File: config.mk
export PLATFORM = sky130hd
export DESIGN_NAME = register_file_read
export DESIGN_NICKNAME = d
export VERILOG_FILES = /design/src/rtl/risc_pkg.sv /design/src/rtl/reg_32_bit_rst.sv /design/src/rtl/register_file_read.sv
export SDC_FILE = /design/constraint.sdc
export NUM_CORES = 1
export LEC_CHECK = 0
export CORE_MARGIN = 2
export CORE_UTILIZATION = 55
export DETAILED_ROUTE_END_ITERATION = 10
export HOLD_SLACK_MARGIN = 0.06
export PLACE_DENSITY_LB_ADDON = 0.3
export SLEW_MARGIN = 20
export SYNTH_ARGS = -nofsm -noshare
export SYNTH_HDL_FRONTEND = slang
export SYNTH_SLANG_ARGS = --single-unit
File: constraint.sdc
create_clock -name clk -period 3 [get_ports clk]
set_clock_uncertainty 0.2 [all_clocks]
set_input_delay 0.6 -clock clk [delete_from_list [all_inputs] [get_ports clk]]
set_output_delay 0.6 -clock clk [all_outputs]
set_load 0.01 [all_outputs]
File: src/rtl/risc_pkg.sv
// Shared defaults for the register-file datapath: word width, register count
// and address width.
package risc_pkg;

  localparam int RF_DATA_W   = 32;
  localparam int RF_NUM_REGS = 16;
  localparam int RF_ADDR_W   = $clog2(RF_NUM_REGS);

endpackage

File: src/rtl/reg_32_bit_rst.sv
// One storage word: a register with a load enable and an asynchronous
// active-low clear.
module reg_32_bit_rst #(
  parameter int WIDTH = 32
) (
  input  logic             clk,
  input  logic             reset_n,
  input  logic             load,
  input  logic [WIDTH-1:0] d,
  output logic [WIDTH-1:0] q
);

  always_ff @(posedge clk or negedge reset_n) begin
    if (!reset_n) begin
      q <= '0;
    end else if (load) begin
      q <= d;
    end
  end

endmodule

File: src/rtl/register_file_read.sv
// Register file with one write port and two registered read ports.
// A write and a read to the same address on one edge return the new data.
module register_file_read
  import risc_pkg::*;
#(
  parameter int DATA_W   = RF_DATA_W,
  parameter int NUM_REGS = RF_NUM_REGS,
  parameter int ADDR_W   = RF_ADDR_W
) (
  input  logic              clk,
  input  logic              reset_n,
  input  logic              write_enable,
  input  logic [ADDR_W-1:0] write_addr,
  input  logic [DATA_W-1:0] write_data,
  input  logic              read_enable,
  input  logic [ADDR_W-1:0] addr_a,
  input  logic [ADDR_W-1:0] addr_b,
  output logic [DATA_W-1:0] out_a,
  output logic [DATA_W-1:0] out_b,
  output logic              read_valid
);

  logic [NUM_REGS-1:0] load_p0;
  logic [DATA_W-1:0]   regs [NUM_REGS];
  logic [DATA_W-1:0]   rd_a_p0;
  logic [DATA_W-1:0]   rd_b_p0;

  always_comb begin
    load_p0 = '0;
    if (write_enable) begin
      load_p0[write_addr] = 1'b1;
    end
  end

  for (genvar i = 0; i < NUM_REGS; i++) begin : g_word
    reg_32_bit_rst #(
      .WIDTH(DATA_W)
    ) u_word (
      .clk    (clk),
      .reset_n(reset_n),
      .load   (load_p0[i]),
      .d      (write_data),
      .q      (regs[i])
    );
  end

  // Stage p0: read muxes with write-port bypass, so a same-edge write wins.
  always_comb begin
    rd_a_p0 = regs[addr_a];
    rd_b_p0 = regs[addr_b];
    if (write_enable && (write_addr == addr_a)) begin
      rd_a_p0 = write_data;
    end
    if (write_enable && (write_addr == addr_b)) begin
      rd_b_p0 = write_data;
    end
  end

  // Stage p1: registered read data and its valid flag.
  always_ff @(posedge clk or negedge reset_n) begin
    if (!reset_n) begin
      out_a      <= '0;
      out_b      <= '0;
      read_valid <= 1'b0;
    end else begin
      read_valid <= read_enable;
      if (read_enable) begin
        out_a <= rd_a_p0;
        out_b <= rd_b_p0;
      end
    end
  end

endmodule

# Yosys cells after proc, flatten, opt, wreduce, memory -nomap -nowiden
# Index checks and enable logic that the tools add are counted.
# classes
magnitude_cmp,4
n_eq_ne,2
muxes,11
bitwise,2
n_reduce_logical,3
# op_table
cell,n
binary-select mux 32 bit (select 4 bit),2
2-to-1 mux 32 bit,6
2-to-1 mux 16 bit,1
>= comparator 5 bit (second input constant),2
NOT 4 -> 5 bit,2
== test 4 bit,2
less-than comparator 4 x 5 -> 1 bit (second input constant),1
demux 1 bit (select 4 bit),1
>= comparator 4 x 1 -> 1 bit (second input constant),1
logical AND 1 bit,3
2-to-1 mux 1 bit,1
# word_totals
regBits,577
output_inout_bits,65
word_cells,41

# Logic depth before layout (Yosys ltp)
# depth
depth_word,5
mapped_depth,7
depth_no_buf,4

# By module
# Synthesis repeated with hierarchy kept, for this count alone.
# unflattened
cells_unflattened,1962
hier_area_um2,32467.4
# modules_own_cells
mod,n_inst,cells_per_inst,area_per_inst_um2,seq_area_each_um2
reg_32_bit_rst,16,68,1345.0,800.8
register_file_read,1,874,10946.7,1626.6

# Worst setup path before layout
# OpenSTA, ideal clock, no wires.
# synth_timing
path_kind,input -> register
from,in addr_a[1]
to,reg out_a[1]
setup_ns,0.141
arrival_ns,1.948
required_ns,2.659
setup_slack_ns,0.711
path_stages,6
n_path_buf,2
cell_sequence,buf_2 > buf_2 > mux4_2 > mux2_2 > nand2_1 > a31oi_1
# synth_between
elab_chain_cells,5
# synth_lines
element,line_no,source
"start, declared",register_file_read.sv:16,"input logic [ADDR_W-1:0] addr_a,"
NOT 4 -> 5 bit (not written as such),register_file_read.sv:49,rd_a_p0 = regs[addr_a];
binary-select mux 32 bit (select 4 bit),register_file_read.sv:49,
2-to-1 mux 32 bit (not written as such) (2 in a row),register_file_read.sv:49,
2-to-1 mux 32 bit (*),register_file_read.sv:51,if (write_enable && (write_addr == addr_a)) begin
"end signal, assigned",register_file_read.sv:68,out_a <= rd_a_p0;
"end, declared",register_file_read.sv:18,"output logic [DATA_W-1:0] out_a,"
# Every way passes the cells marked *; elsewhere a longest branch is shown, timed or not. The select of a mux whose other input is x is not followed.
# A chain may end at the register's enable or synchronous reset.

# Final worst setup path
# layout_timing
from,reg out_a[5]
to,out out_a[5]
# No word-level cell between the ends.

==> results.sh <==
export IMPL_cp_top_family="buffers and inverters"
export IMPL_post_route_drc_count=0
export IMPL_cts_setup_buffers=0
export IMPL_crit_path_start_kind="flip-flop"
export IMPL_synth_xor_area_frac=0.002342
export IMPL_fin_nets=2162
export IMPL_placedCellCount=2745
export IMPL_clockBufferDepth=3
export IMPL_cts_tree="built"
export IMPL_drt_wl_total_um=83250
export IMPL_r2r_slack_ps=1310
export IMPL_ctsResizeCount=0
export IMPL_grt_overflow=0
export IMPL_start_util=0.5561
export IMPL_synth_mux_area_fraction=0.4041
export IMPL_ys_seq_area_frac=0.4825
export IMPL_antenna_found_initial=3
export IMPL_outcome="finished, final reports clean"
export IMPL_ant_nets=0
export IMPL_syn_to_final_growth_pct=14.94
export IMPL_post_drt_wl_per_cell_um=29.08
export IMPL_final_common_cell="dfrtp_1"
export IMPL_vias_per_cell=6.890
export IMPL_grt_start_max_net_pins=65
export IMPL_cpPeakStageDelay_ps=580
export IMPL_period_needed_ps=2474
export IMPL_cts_sinks=577
export IMPL_yosys_area_share_simple=0.01551
export IMPL_cts_max_level=2
export IMPL_firstDrtPassIters=5
export IMPL_die_h_um=237.3
export IMPL_postSynthCellCount=2049
export IMPL_ios=113
export IMPL_irDropWorstVdd_mv=0.5355
export IMPL_rows=85
export IMPL_synth_top_area_cell="dfrtp_1"
export IMPL_hold_worst_slack_ps=301.3
export IMPL_maxCapViolations=0
export IMPL_final_util=0.6391
export IMPL_syn_cell_area_um2=29920
export IMPL_synth_top_cell_area_share=0.4825
export IMPL_ys_warn_count=0
export IMPL_cts_root_buf="clkbuf_16"
export IMPL_hpwl_um=48830
export IMPL_fin_tns_setup_ps=0
export IMPL_drive_above_1_share=0.4527
export IMPL_synth_adder_area_share=0
export IMPL_grt_pass1_wl_um=128700
export IMPL_drv_slew=0
export IMPL_fin_ws_ps=525.9
export IMPL_dpl_cell_area_um2=32320
export IMPL_path_max_fanout=3
export IMPL_ys_types=28
export IMPL_drt_iter0_markers=1867
export IMPL_pre_cts_slack_ps=-35.59
export IMPL_numCtsBuffers=61
export IMPL_path_clk_slew_ps=60
export IMPL_rsz0062_at_grt="false"
export IMPL_design_area_um2=34390
export IMPL_critPathKind="flip-flop to primary output"
export IMPL_via_count=19730
export IMPL_crit_slowest_cell="clkdlybuf4s50_1"
export IMPL_die_x_um=237.3
export IMPL_yosys_register_bits=577
export IMPL_critPathBufInv=1
export IMPL_hold_class="input pin to flip-flop"
export IMPL_worstPathArrival_ps=1670
export IMPL_die_area_um2=56290
export IMPL_worst_slew_pin_slew_ps=1190
export IMPL_grt_pass1_vias=21110
export IMPL_grtUsageTotal=0.3017
export IMPL_synth_net_count=2097
export IMPL_path_cells="clkdlybuf4s50_1"
export IMPL_p_total_mw=23.83
export IMPL_synth_area_leaders="dfrtp_1 48%, mux2_2 21%, mux4_2 14%"
export IMPL_powerDensity_nw_per_um2=692.7
export IMPL_critical_path_required_ps=2200
export IMPL_min_period_over_period=0.8247
export IMPL_ctsHoldBuffers=1
export IMPL_final_cell_mix="577 x dfrtp_1, 555 x mux2_2, 192 x mux4_2"
export IMPL_setup_viol=0
export IMPL_p_leak_nw=14.13
export IMPL_hold_viol_final=0
export IMPL_n_fill_cell=3860
export IMPL_seq_area_um2=14440
export IMPL_syn_area_per_cell_um2=14.60
export IMPL_synth_top_family_by_area="multiplexers"
export IMPL_core_area_um2=53810
export IMPL_clock_latency_ps=640
export IMPL_portBuffers=112
export IMPL_multiInputGateArea_um2=14610
export IMPL_synth_compound_area_frac=0.06205
export IMPL_final_cells=2863
export IMPL_place_gp_congestion=0.8195
export IMPL_clock_fmax_ghz=0.4042
export IMPL_slew_headroom=0.2049
export IMPL_endpoint_kind="primary output"
## cell usage after synthesis
library cell	count
buf_6	3
o21ai_0	64
or3_1	2
dfrtp_1	577
buf_4	27
inv_2	2
mux4_2	192
nand2_1	69
o32ai_1	64
mux2_1	21
nor2b_1	3
a221oi_1	64
xnor2_1	8
nor4_2	1
mux2_2	555
or4_1	1
inv_1	1
nor2_1	8
nand3_1	2
buf_2	63
o21a_1	2
nor3_2	6
buf_1	10
a31oi_1	64
mux2i_1	128
nand2b_4	3
nand4_1	2
clkbuf_1	107
## final cells by class
| type | instances | area share |
|---|---|---|
| Multi-Input combinational cell | 1259 | 0.4249 |
| Sequential cell | 577 | 0.4198 |
| Timing Repair Buffer | 212 | 0.07014 |
| Clock buffer | 98 | 0.05519 |
| Tap cell | 696 | 0.02532 |
| Clock inverter | 16 | 0.004220 |
| Inverter | 3 | 0.0003274 |
| Antenna cell | 2 | 0.0001455 |
## worst paths after layout
check                                                         start                            endpoint  cells past startpoint
worst min-delay path                                    read_enable                out_a[6]$_DFFE_PN0P_                      3
min in group asynchronous                                   reset_n  g_word[13].u_word.q[2]$_DFFE_PN0P_                      2
worst min register to register    g_word[7].u_word.q[5]$_DFFE_PN0P_   g_word[7].u_word.q[5]$_DFFE_PN0P_                      1
max in group asynchronous                                   reset_n   g_word[5].u_word.q[5]$_DFFE_PN0P_                      3
worst max register to register  g_word[14].u_word.q[13]$_DFFE_PN0P_               out_a[13]$_DFFE_PN0P_                      4
worst max-delay path                           out_a[5]$_DFFE_PN0P_                            out_a[5]                      1
## cell families after synthesis
logic type | count (synthesis)
compound gates | 258
xor+xnor | 8
buf+inv | 213
flops | 577
mux | 896
simple gates | 97
## layer usage
metal,up-vias,part of all wire,track usage
met5,-,0.00023,0
met4,2,0.029,0.1063
met3,171,0.078,0.05354
met2,853,0.48,0.4755
met1,10570,0.42,0.4267
li1,8130,-,-
## sequential cells by signal (all words and copies together), names as in the netlist
name / cells
g_word.u_word.q: 512
out_a: 32
out_b: 32
read_valid: 1
## report_power, final
group          internal [mW]  total [mW]  switching (mW)
clock network           4.48        7.64            3.16
logic                   3.27        5.30            2.03
registers               9.56        10.9            1.34
total                   17.3        23.8            6.52
Note: power is estimated with default switching activity, not from simulation.
